==> config.mk <==
export PLATFORM = sky130hd
export DESIGN_NAME = hilo_muldiv_unit
export DESIGN_NICKNAME = d
export VERILOG_FILES = /design/src/rtl/hilo_muldiv_unit.sv
export SDC_FILE = /design/constraint.sdc
export NUM_CORES = 1
export LEC_CHECK = 0
export CORE_MARGIN = 1.5
export CORE_UTILIZATION = 60
export CTS_BUF_LIST = sky130_fd_sc_hd__clkbuf_8
export DETAILED_ROUTE_END_ITERATION = 10
export GPL_TIMING_DRIVEN = 0
export PLACE_DENSITY = 0.92
export SLEW_MARGIN = 20
export SYNTH_ARGS = -nofsm -noshare
export SYNTH_HDL_FRONTEND = slang
export SYNTH_SLANG_ARGS = --single-unit
==> constraint.sdc <==
create_clock -name clk -period 8.9 [get_ports clk]
set_input_delay 1.78 -clock clk [delete_from_list [all_inputs] [get_ports clk]]
set_output_delay 1.78 -clock clk [all_outputs]
set_load 0.02 [all_outputs]
==> src/rtl/hilo_muldiv_unit.sv <==
// Iterative unsigned MULTU/DIVU engine that owns the architectural HI/LO registers.
// MTHI/MTLO complete in one cycle; MULTU/DIVU take DATA_WIDTH busy cycles, one bit per cycle.
module hilo_muldiv_unit #(
    parameter int DATA_WIDTH = 32
) (
    input  logic                  clk,
    input  logic                  rst,
    input  logic                  op_valid,
    input  logic [2:0]            op,
    input  logic [DATA_WIDTH-1:0] src_a,
    input  logic [DATA_WIDTH-1:0] src_b,
    output logic                  busy,
    output logic                  done,
    output logic                  div_by_zero,
    output logic [DATA_WIDTH-1:0] hi,
    output logic [DATA_WIDTH-1:0] lo
);
    localparam int W  = DATA_WIDTH;
    localparam int CW = (W > 2) ? $clog2(W) : 1;
    localparam logic [CW-1:0] LAST_ITER = CW'(W - 2);

    localparam logic [2:0] OP_MULTU = 3'd1;
    localparam logic [2:0] OP_DIVU  = 3'd2;
    localparam logic [2:0] OP_MTHI  = 3'd3;
    localparam logic [2:0] OP_MTLO  = 3'd4;

    typedef enum logic [1:0] {S_IDLE, S_MUL, S_DIV, S_FINISH} state_t;

    state_t        state, state_nxt;
    logic [CW-1:0] iter_cnt;
    // MUL: work_hi = partial product high, work_lo = multiplier shifting into product low.
    // DIV: work_hi = partial remainder, work_lo = dividend shifting into quotient.
    logic [W-1:0]  work_hi, work_lo, operand;
    logic          op_is_div, divisor_zero;
    logic [W:0]    mul_sum, div_shift;
    logic          div_ge;
    logic [W-1:0]  mul_hi_nxt, mul_lo_nxt, div_rem_nxt, div_quo_nxt;
    logic          accept;

    always_comb begin
        mul_sum     = {1'b0, work_hi} + {1'b0, {W{work_lo[0]}} & operand};
        mul_hi_nxt  = mul_sum[W:1];
        mul_lo_nxt  = {mul_sum[0], work_lo[W-1:1]};
        div_shift   = {work_hi, work_lo[W-1]};
        div_ge      = div_shift >= {1'b0, operand};
        // When div_ge holds the true difference is below the divisor, so W bits suffice.
        div_rem_nxt = div_ge ? (div_shift[W-1:0] - operand) : div_shift[W-1:0];
        div_quo_nxt = {work_lo[W-2:0], div_ge};
    end

    assign accept = (state == S_IDLE) && op_valid;

    always_comb begin
        state_nxt = state;
        case (state)
            S_IDLE: begin
                if (accept && op == OP_MULTU)     state_nxt = S_MUL;
                else if (accept && op == OP_DIVU) state_nxt = S_DIV;
            end
            S_MUL, S_DIV: if (iter_cnt == LAST_ITER) state_nxt = S_FINISH;
            S_FINISH:     state_nxt = S_IDLE;
            default:      state_nxt = S_IDLE;
        endcase
    end

    always_ff @(posedge clk) begin
        if (rst) begin
            state        <= S_IDLE;
            iter_cnt     <= '0;
            work_hi      <= '0;
            work_lo      <= '0;
            operand      <= '0;
            op_is_div    <= 1'b0;
            divisor_zero <= 1'b0;
            busy         <= 1'b0;
            done         <= 1'b0;
            div_by_zero  <= 1'b0;
            hi           <= '0;
            lo           <= '0;
        end else begin
            state       <= state_nxt;
            busy        <= (state_nxt != S_IDLE);
            done        <= 1'b0;
            div_by_zero <= 1'b0;
            case (state)
                S_IDLE: begin
                    if (accept) begin
                        case (op)
                            OP_MULTU: begin
                                operand   <= src_a;
                                work_lo   <= src_b;
                                work_hi   <= '0;
                                iter_cnt  <= '0;
                                op_is_div <= 1'b0;
                            end
                            OP_DIVU: begin
                                operand      <= src_b;
                                work_lo      <= src_a;
                                work_hi      <= '0;
                                iter_cnt     <= '0;
                                op_is_div    <= 1'b1;
                                divisor_zero <= (src_b == '0);
                            end
                            OP_MTHI: hi <= src_a;
                            OP_MTLO: lo <= src_a;
                            default: ;
                        endcase
                    end
                end
                S_MUL: begin
                    work_hi  <= mul_hi_nxt;
                    work_lo  <= mul_lo_nxt;
                    iter_cnt <= iter_cnt + 1'b1;
                end
                S_DIV: begin
                    work_hi  <= div_rem_nxt;
                    work_lo  <= div_quo_nxt;
                    iter_cnt <= iter_cnt + 1'b1;
                end
                S_FINISH: begin
                    // Final iteration is folded into the commit so busy spans exactly W cycles.
                    if (op_is_div) begin
                        hi <= div_rem_nxt;
                        lo <= div_quo_nxt;
                    end else begin
                        hi <= mul_hi_nxt;
                        lo <= mul_lo_nxt;
                    end
                    done        <= 1'b1;
                    div_by_zero <= op_is_div && divisor_zero;
                    iter_cnt    <= '0;
                end
                default: ;
            endcase
        end
    end
endmodule

==> results.sh, run 1 <==
export IMPL_status="finished clean"
export IMPL_ys_flop_type="dfxtp_1"
export IMPL_worstPathRequired_ps=9310
export IMPL_post_cts_setup_buffers=0
export IMPL_ir_drop_mv=0.130
export IMPL_vias=13804
export IMPL_min_period_ps=4830
export IMPL_place_congestion=0.975
export IMPL_yosysWarningCount=0
export IMPL_cp_arrival_ps=5240
export IMPL_critPathMaxFanout=10
export IMPL_synthArstFlopShare=0
export IMPL_startpoint_type="input pin"
export IMPL_die_area_mm2=0.0220
export IMPL_cp_num_buf_inv=2
export IMPL_first_iter_violations=1765
export IMPL_syn_avg_cell_area_um2=7.89
export IMPL_hold_start="lo[2]"
export IMPL_grt_pass1_wl_um=72000
export IMPL_drt_first_pass_iters=7
export IMPL_place_area_mm2=0.0144
export IMPL_synth_commonest_cells="221 x nor2_1, 172 x dfxtp_1, 146 x a211oi_1"
export IMPL_ant_nets=0
export IMPL_synth_most_common_cell="nor2_1"
export IMPL_rrSetupSlack_ps=4250
export IMPL_drt_total_wl_um=46600
export IMPL_pwr_share_comb=0.276
export IMPL_power_density_mw_per_mm2=132
export IMPL_rsz0062_at_grt="false"
export IMPL_cts_root_buf="clkbuf_8"
export IMPL_grt_pass1_vias=12929
export IMPL_fillerInstances=1663
export IMPL_cts_sinks=172
export IMPL_place_port_buffers=136
export IMPL_netlist_instances=1607
export IMPL_synth_area_leaders="dfxtp_1 27%, a211oi_1 8.6%, ha_1 6.9%"
export IMPL_r2r_start="work_lo[0]"
export IMPL_p_sw_w=0.000687
export IMPL_dp_hpwl_um=36800
export IMPL_synth_edf_count=0
export IMPL_final_nets=1904
export IMPL_syn_area_mm2=0.0127
export IMPL_relSlewSlack=0.161
export IMPL_rows=52
export IMPL_grtUsageTotal=0.422
export IMPL_die_w_um=148
export IMPL_die_h_um=148
export IMPL_grt_max_degree=17
export IMPL_p_seq_frac=0.432
export IMPL_final_area_mm2=0.0148
export IMPL_finalHoldViolCount=0
export IMPL_hp_class="reg2reg"
export IMPL_htreeDepth=4
export IMPL_synthDistinctLibCells=81
export IMPL_fin_crit_sh=0.542
export IMPL_ios=137
export IMPL_cts_inserted_buffers=17
export IMPL_syn_nets=1749
export IMPL_cts_tree="yes"
export IMPL_setup_violations=0
export IMPL_p_clk_frac=0.292
export IMPL_initial_core_util=0.618
export IMPL_clock_latency_ps=490
export IMPL_regArea_mm2=0.00344
export IMPL_ys_seq_elements=172
export IMPL_rr_worst_depth=14
export IMPL_end_kind="flip-flop"
export IMPL_coreArea_mm2=0.0205
export IMPL_worstReg2RegEnd="hi[12]"
export IMPL_critPathSlowestCell="o21ai_1"
export IMPL_worstSetupPathType="in2reg"
export IMPL_hold_path_cell_count=2
export IMPL_multi_input_area_mm2=0.00850
export IMPL_critical_path_top_delay_family="buffers and inverters"
export IMPL_tightest_slew_ps=1260
export IMPL_clock_path_buffers=2
export IMPL_drv_cap=0
export IMPL_overflow=0
export IMPL_ctsResizeCount=0
export IMPL_slew_viol_final=0
export IMPL_synth_area_leader_cell="dfxtp_1"
export IMPL_switching_share=0.354
export IMPL_dp_cells=2013
export IMPL_n_antenna_cell=0
export IMPL_layout_cells_non_filler=2045
export IMPL_min_to="lo[2]"
export IMPL_cpPeakStageDelay_ps=740
export IMPL_p_leak_nw=5.58
export IMPL_drive_gt1_frac=0.0411
export IMPL_viasPerCell=6.75
export IMPL_fmax_mhz=207
export IMPL_ctsHoldBuffers=0
export IMPL_clock_skew_ps=18.8
export IMPL_synth_top_area_share=0.272
export IMPL_intPower_w=0.00125
export IMPL_synth_seq_area_share=0.272
export IMPL_drc=0
export IMPL_clkTransAtPathRegs_ps=100
export IMPL_crit_chain="clkdlybuf4s50_1 -> xnor2_1 -> o21ai_1 -> and2_1 -> nand2_1 -> nor2_1 -> and2_0 -> clkbuf_1 -> o21ai_0 -> o211ai_1"
export IMPL_wl_per_cell_um=22.8
export IMPL_area_growth_pct=16.5
export IMPL_antenna_found_initial=0
export IMPL_tns_ps=0
-- power groups by stage --
stage	sequential (W)	clock [W]	combinational (W)
6_report	0.000840	0.000566	0.000536
5_1_grt	0.000841	0.000591	0.000570
4_1_cts	0.000836	0.000562	0.000518
3_5_place_dp	0.000854	0	0.000514
3_3_place_gp	0.000853	0	0.000506
2_1_floorplan	0.000848	0	0.000337
-- how the worst max path moves through the flow --
stage | start | end | slack [ps] | cells after the start
after floorplan | op[0] | work_hi[20] | 5260 | 9
after global placement | op[0] | work_hi[20] | 3820 | 10
after detailed placement | op[0] | work_hi[20] | 3770 | 10
after CTS | op[0] | work_hi[20] | 4240 | 10
after global routing | op[0] | work_hi[20] | 3930 | 10
final | op[0] | work_hi[20] | 4070 | 10
-- final cells by class --
| cell class | count | area share |
|---|---|---|
| Multi-Input combinational cell | 1252 | 0.576 |
| Sequential cell | 172 | 0.233 |
| Timing Repair Buffer | 136 | 0.0922 |
| Buffer | 121 | 0.0336 |
| Tap cell | 270 | 0.0229 |
| Clock buffer | 19 | 0.0177 |
| Inverter | 62 | 0.0158 |
| Clock inverter | 13 | 0.00873 |
-- logic make-up after synthesis --
| kind of cell | after synthesis | synth area share |
|---|---|---|
| buffers and inverters | 183 | 0.0576 |
| multiplexers | 97 | 0.0799 |
| XOR/XNOR | 62 | 0.0428 |
| AND/OR/NAND/NOR | 486 | 0.179 |
| adder cells (fa/ha/maj) | 72 | 0.0723 |
| flip-flops | 172 | 0.272 |
| AO/OA/AOI/OAI | 535 | 0.297 |
-- cells in the final DEF, fill, tap and decap left out, drive strengths merged, types with 4 or more instances in the layout --
cell           netlist  routed
nor2               222     222
o211ai               4       4
a31oi               12      12
a221oi               4       4
mux2                24      24
o41ai                6       6
a22oi               33      33
and2                39      39
o31ai                4       4
and3                15      15
nand4               22      22
or2                  5       5
o22ai                7       7
o21ai               50      50
nor2b               39      39
dfxtp              172     172
a21oi              144     144
ha                  70      70
nand2               76      76
a2111oi             17      17
clkdlybuf4s50        0     136
a221o               21      21
a211oi             147     147
mux2i               73      73
xor2                25      25
o21a                 8       8
nand2b               6       6
o21bai              12      12
nand3               21      21
nor3                19      19
a22o                 5       5
a21o                26      26
nor4                14      14
clkinv               0       6
o221ai               9       9
clkbuf             103     122
buf                 18      18
inv                 62      68
xnor2               37      37
-- flip-flops by register name, summed over array words and instances (netlist names) --
name          flops
hi               32
lo               32
operand          32
work_hi          32
work_lo          32
iter_cnt          5
state             2
busy              1
div_by_zero       1
divisor_zero      1
done              1
op_is_div         1
-- through the flow --
stage | hold WS [ps] | setup WS [ps] | utilization | total power [W]
final | 503 | 4070 | 0.720 | 0.00194
after global routing | 517 | 3930 | 0.720 | 0.00200
after CTS | 504 | 4240 | 0.720 | 0.00192
after detailed placement | 480 | 3770 | 0.701 | 0.00137
after global placement | 471 | 3820 | 0.701 | 0.00136
after floorplan | 448 | 5260 | - | 0.00119
-- per-layer routing --
metal	GRT usage	vias up	routed length, µm
li1	-	6249	-
met1	0.581	6412	18600
met2	0.655	972	20400
met3	0.0663	171	5420
met4	0.186	0	2160
met5	0	-	0
-- worst register-to-register path, stage by stage (launching register included) --
cell and delay (ps):
dfxtp_1 600, clkbuf_1 550, nand2_1 210, inv_1 120, ha_1 250, a211oi_1 440, nor3_1 170, nor3_1 490
o21ai_0 260, a21o_1 230, a21oi_1 160, xor2_1 300, nor2_1 70, a211oi_1 520, a2111oi_0 130
No activity file was read; power rests on OpenSTA's default activity.
==> run 2: changes to the inputs <==
--- a/config.mk
+++ b/config.mk
@@ -6,11 +6,11 @@
 export NUM_CORES = 1
 export LEC_CHECK = 0
 export CORE_MARGIN = 1.5
-export CORE_UTILIZATION = 60
+export CORE_UTILIZATION = 59
 export CTS_BUF_LIST = sky130_fd_sc_hd__clkbuf_8
 export DETAILED_ROUTE_END_ITERATION = 10
 export GPL_TIMING_DRIVEN = 0
-export PLACE_DENSITY = 0.92
+export PLACE_DENSITY = 0.91
 export SLEW_MARGIN = 20
 export SYNTH_ARGS = -nofsm -noshare
 export SYNTH_HDL_FRONTEND = slang
==> constraint.sdc (replaced) <==
create_clock -name clk -period 4.6 [get_ports clk]
set_input_delay 0.92 -clock clk [delete_from_list [all_inputs] [get_ports clk]]
set_output_delay 0.92 -clock clk [all_outputs]
set_load 0.02 [all_outputs]
==> results.sh, run 2 (same netlist as run 1, synthesis figures left out) <==
export IMPL_critPathMaxFanout=10
export IMPL_fillerInstances=1710
export IMPL_wl_met3_um=5720
export IMPL_place_congestion=1.01
export IMPL_finalHoldViolCount=0
export IMPL_dp_cells=2018
export IMPL_first_iter_violations=1738
export IMPL_drive_gt1_frac=0.0423
export IMPL_tightest_slew_ps=952
export IMPL_clock_latency_ps=500
export IMPL_worstSetupPathType="reg2reg"
export IMPL_grt_pass1_vias=12823
export IMPL_hold_path_cell_count=2
export IMPL_startpoint_type="flip-flop"
export IMPL_grt_pass1_wl_um=71100
export IMPL_top_layer="met4"
export IMPL_viasPerCell=6.79
export IMPL_clock_skew_ps=22.5
export IMPL_ant_nets=0
export IMPL_fmax_mhz=228
export IMPL_ctsResizeCount=0
export IMPL_clkTransAtPathRegs_ps=100
export IMPL_rr_worst_depth=14
export IMPL_setup_slack_ps=219
export IMPL_ctsHoldBuffers=0
export IMPL_met2WireLength_um=20200
export IMPL_vias=13913
export IMPL_drt_first_pass_iters=6
export IMPL_area_growth_pct=16.7
export IMPL_p_sw_w=0.00139
export IMPL_relSlewSlack=0.361
export IMPL_clock_path_buffers=2
export IMPL_antenna_found_initial=0
export IMPL_die_w_um=150
export IMPL_layout_cells_non_filler=2050
export IMPL_cts_sinks=172
export IMPL_cp_arrival_ps=4770
export IMPL_multi_input_area_mm2=0.00851
export IMPL_grt_max_degree=18
export IMPL_rows=53
export IMPL_fin_crit_sh=0.952
export IMPL_place_ws_ps=326
export IMPL_p_clk_frac=0.302
export IMPL_n_antenna_cell=0
export IMPL_dp_hpwl_um=36300
export IMPL_slew_viol_final=0
export IMPL_p_leak_nw=5.58
export IMPL_end_kind="flip-flop"
export IMPL_drv_cap=0
export IMPL_initial_core_util=0.603
export IMPL_finish_utilization=0.703
export IMPL_p_seq_frac=0.426
export IMPL_intPower_w=0.00242
export IMPL_ir_drop_mv=0.204
export IMPL_place_port_buffers=136
export IMPL_die_h_um=150
export IMPL_cts_inserted_buffers=17
export IMPL_grtUsageTotal=0.413
export IMPL_overflow=0
export IMPL_final_common_cell="nor2_1"
export IMPL_drt_total_wl_um=46700
export IMPL_switching_share=0.365
export IMPL_die_area_mm2=0.0224
export IMPL_power_density_mw_per_mm2=258
export IMPL_regArea_mm2=0.00344
export IMPL_wl_per_cell_um=22.8
export IMPL_rsz0062_at_grt="false"
export IMPL_drc=0
export IMPL_cts_tree="yes"
export IMPL_htreeDepth=4
export IMPL_worstPathRequired_ps=4990
export IMPL_cts_root_buf="clkbuf_8"
export IMPL_hp_class="reg2reg"
export IMPL_wl_met1_um=18300
export IMPL_status="finished clean"
export IMPL_pwr_share_comb=0.273
export IMPL_setup_violations=0
export IMPL_tns_ps=0
export IMPL_final_nets=1904
export IMPL_final_cell_mix="221 x nor2_1, 172 x dfxtp_1, 146 x a211oi_1"
export IMPL_coreArea_mm2=0.0210
export IMPL_ios=137
export IMPL_post_cts_setup_buffers=0
export IMPL_min_period_ps=4380
[run 2: path summary, 6_finish.rpt]
check / from / to / slack (ps)
hold / removal: lo[7] / lo[7] / 500
setup reg to reg: work_lo[0] / hi[30] / 220
setup / recovery: work_lo[0] / hi[30] / 220
hold reg to reg: lo[7] / lo[7] / 500
[run 2: worst max-delay path, cell delays in order, from the launching register on]
cell and delay (ps):
dfxtp_1 570, clkbuf_1 550, nand2_1 210, inv_1 100, ha_1 250, a211oi_1 380, nor3_1 160, nor3_1 450
o221ai_1 280, nand3_1 270, o211a_1 220, o31a_1 220, nor4_1 60, or3_1 370, a41o_1 210
[run 2: power by group through the flow]
stage | combinational [W] | sequential [W] | clock, W
2_1_floorplan | 0.000653 | 0.00164 | 0
3_3_place_gp | 0.000985 | 0.00165 | 0
3_5_place_dp | 0.00100 | 0.00165 | 0
4_1_cts | 0.00101 | 0.00162 | 0.00112
5_1_grt | 0.00111 | 0.00163 | 0.00118
6_report | 0.00104 | 0.00162 | 0.00115
[run 2: routing by layer]
| layer | vias to the layer above | GRT usage |
|---|---|---|
| li1 | 6252 | - |
| met1 | 6449 | 0.554 |
| met2 | 1034 | 0.629 |
| met3 | 178 | 0.0808 |
| met4 | 0 | 0.213 |
| met5 | - | 0 |
[run 2: final cells by class]
| cell class | count | share of cell area |
|---|---|---|
| flip-flops and latches | 172 | 0.233 |
| repair buffers | 136 | 0.0921 |
| inverters | 62 | 0.0157 |
| clock buffers | 18 | 0.0168 |
| clock inverters | 14 | 0.0101 |
| multi-input cells | 1252 | 0.576 |
| well taps | 275 | 0.0233 |
| plain buffers | 121 | 0.0336 |
[run 2: stage by stage]
step	area (µm²)	hold slack (ps)	total power, W
after detailed placement	14400	477	0.00265
after CTS	14800	501	0.00375
after floorplan	12700	448	0.00229
after global routing	14800	536	0.00392
after global placement	14400	470	0.00264
final	14800	498	0.00382
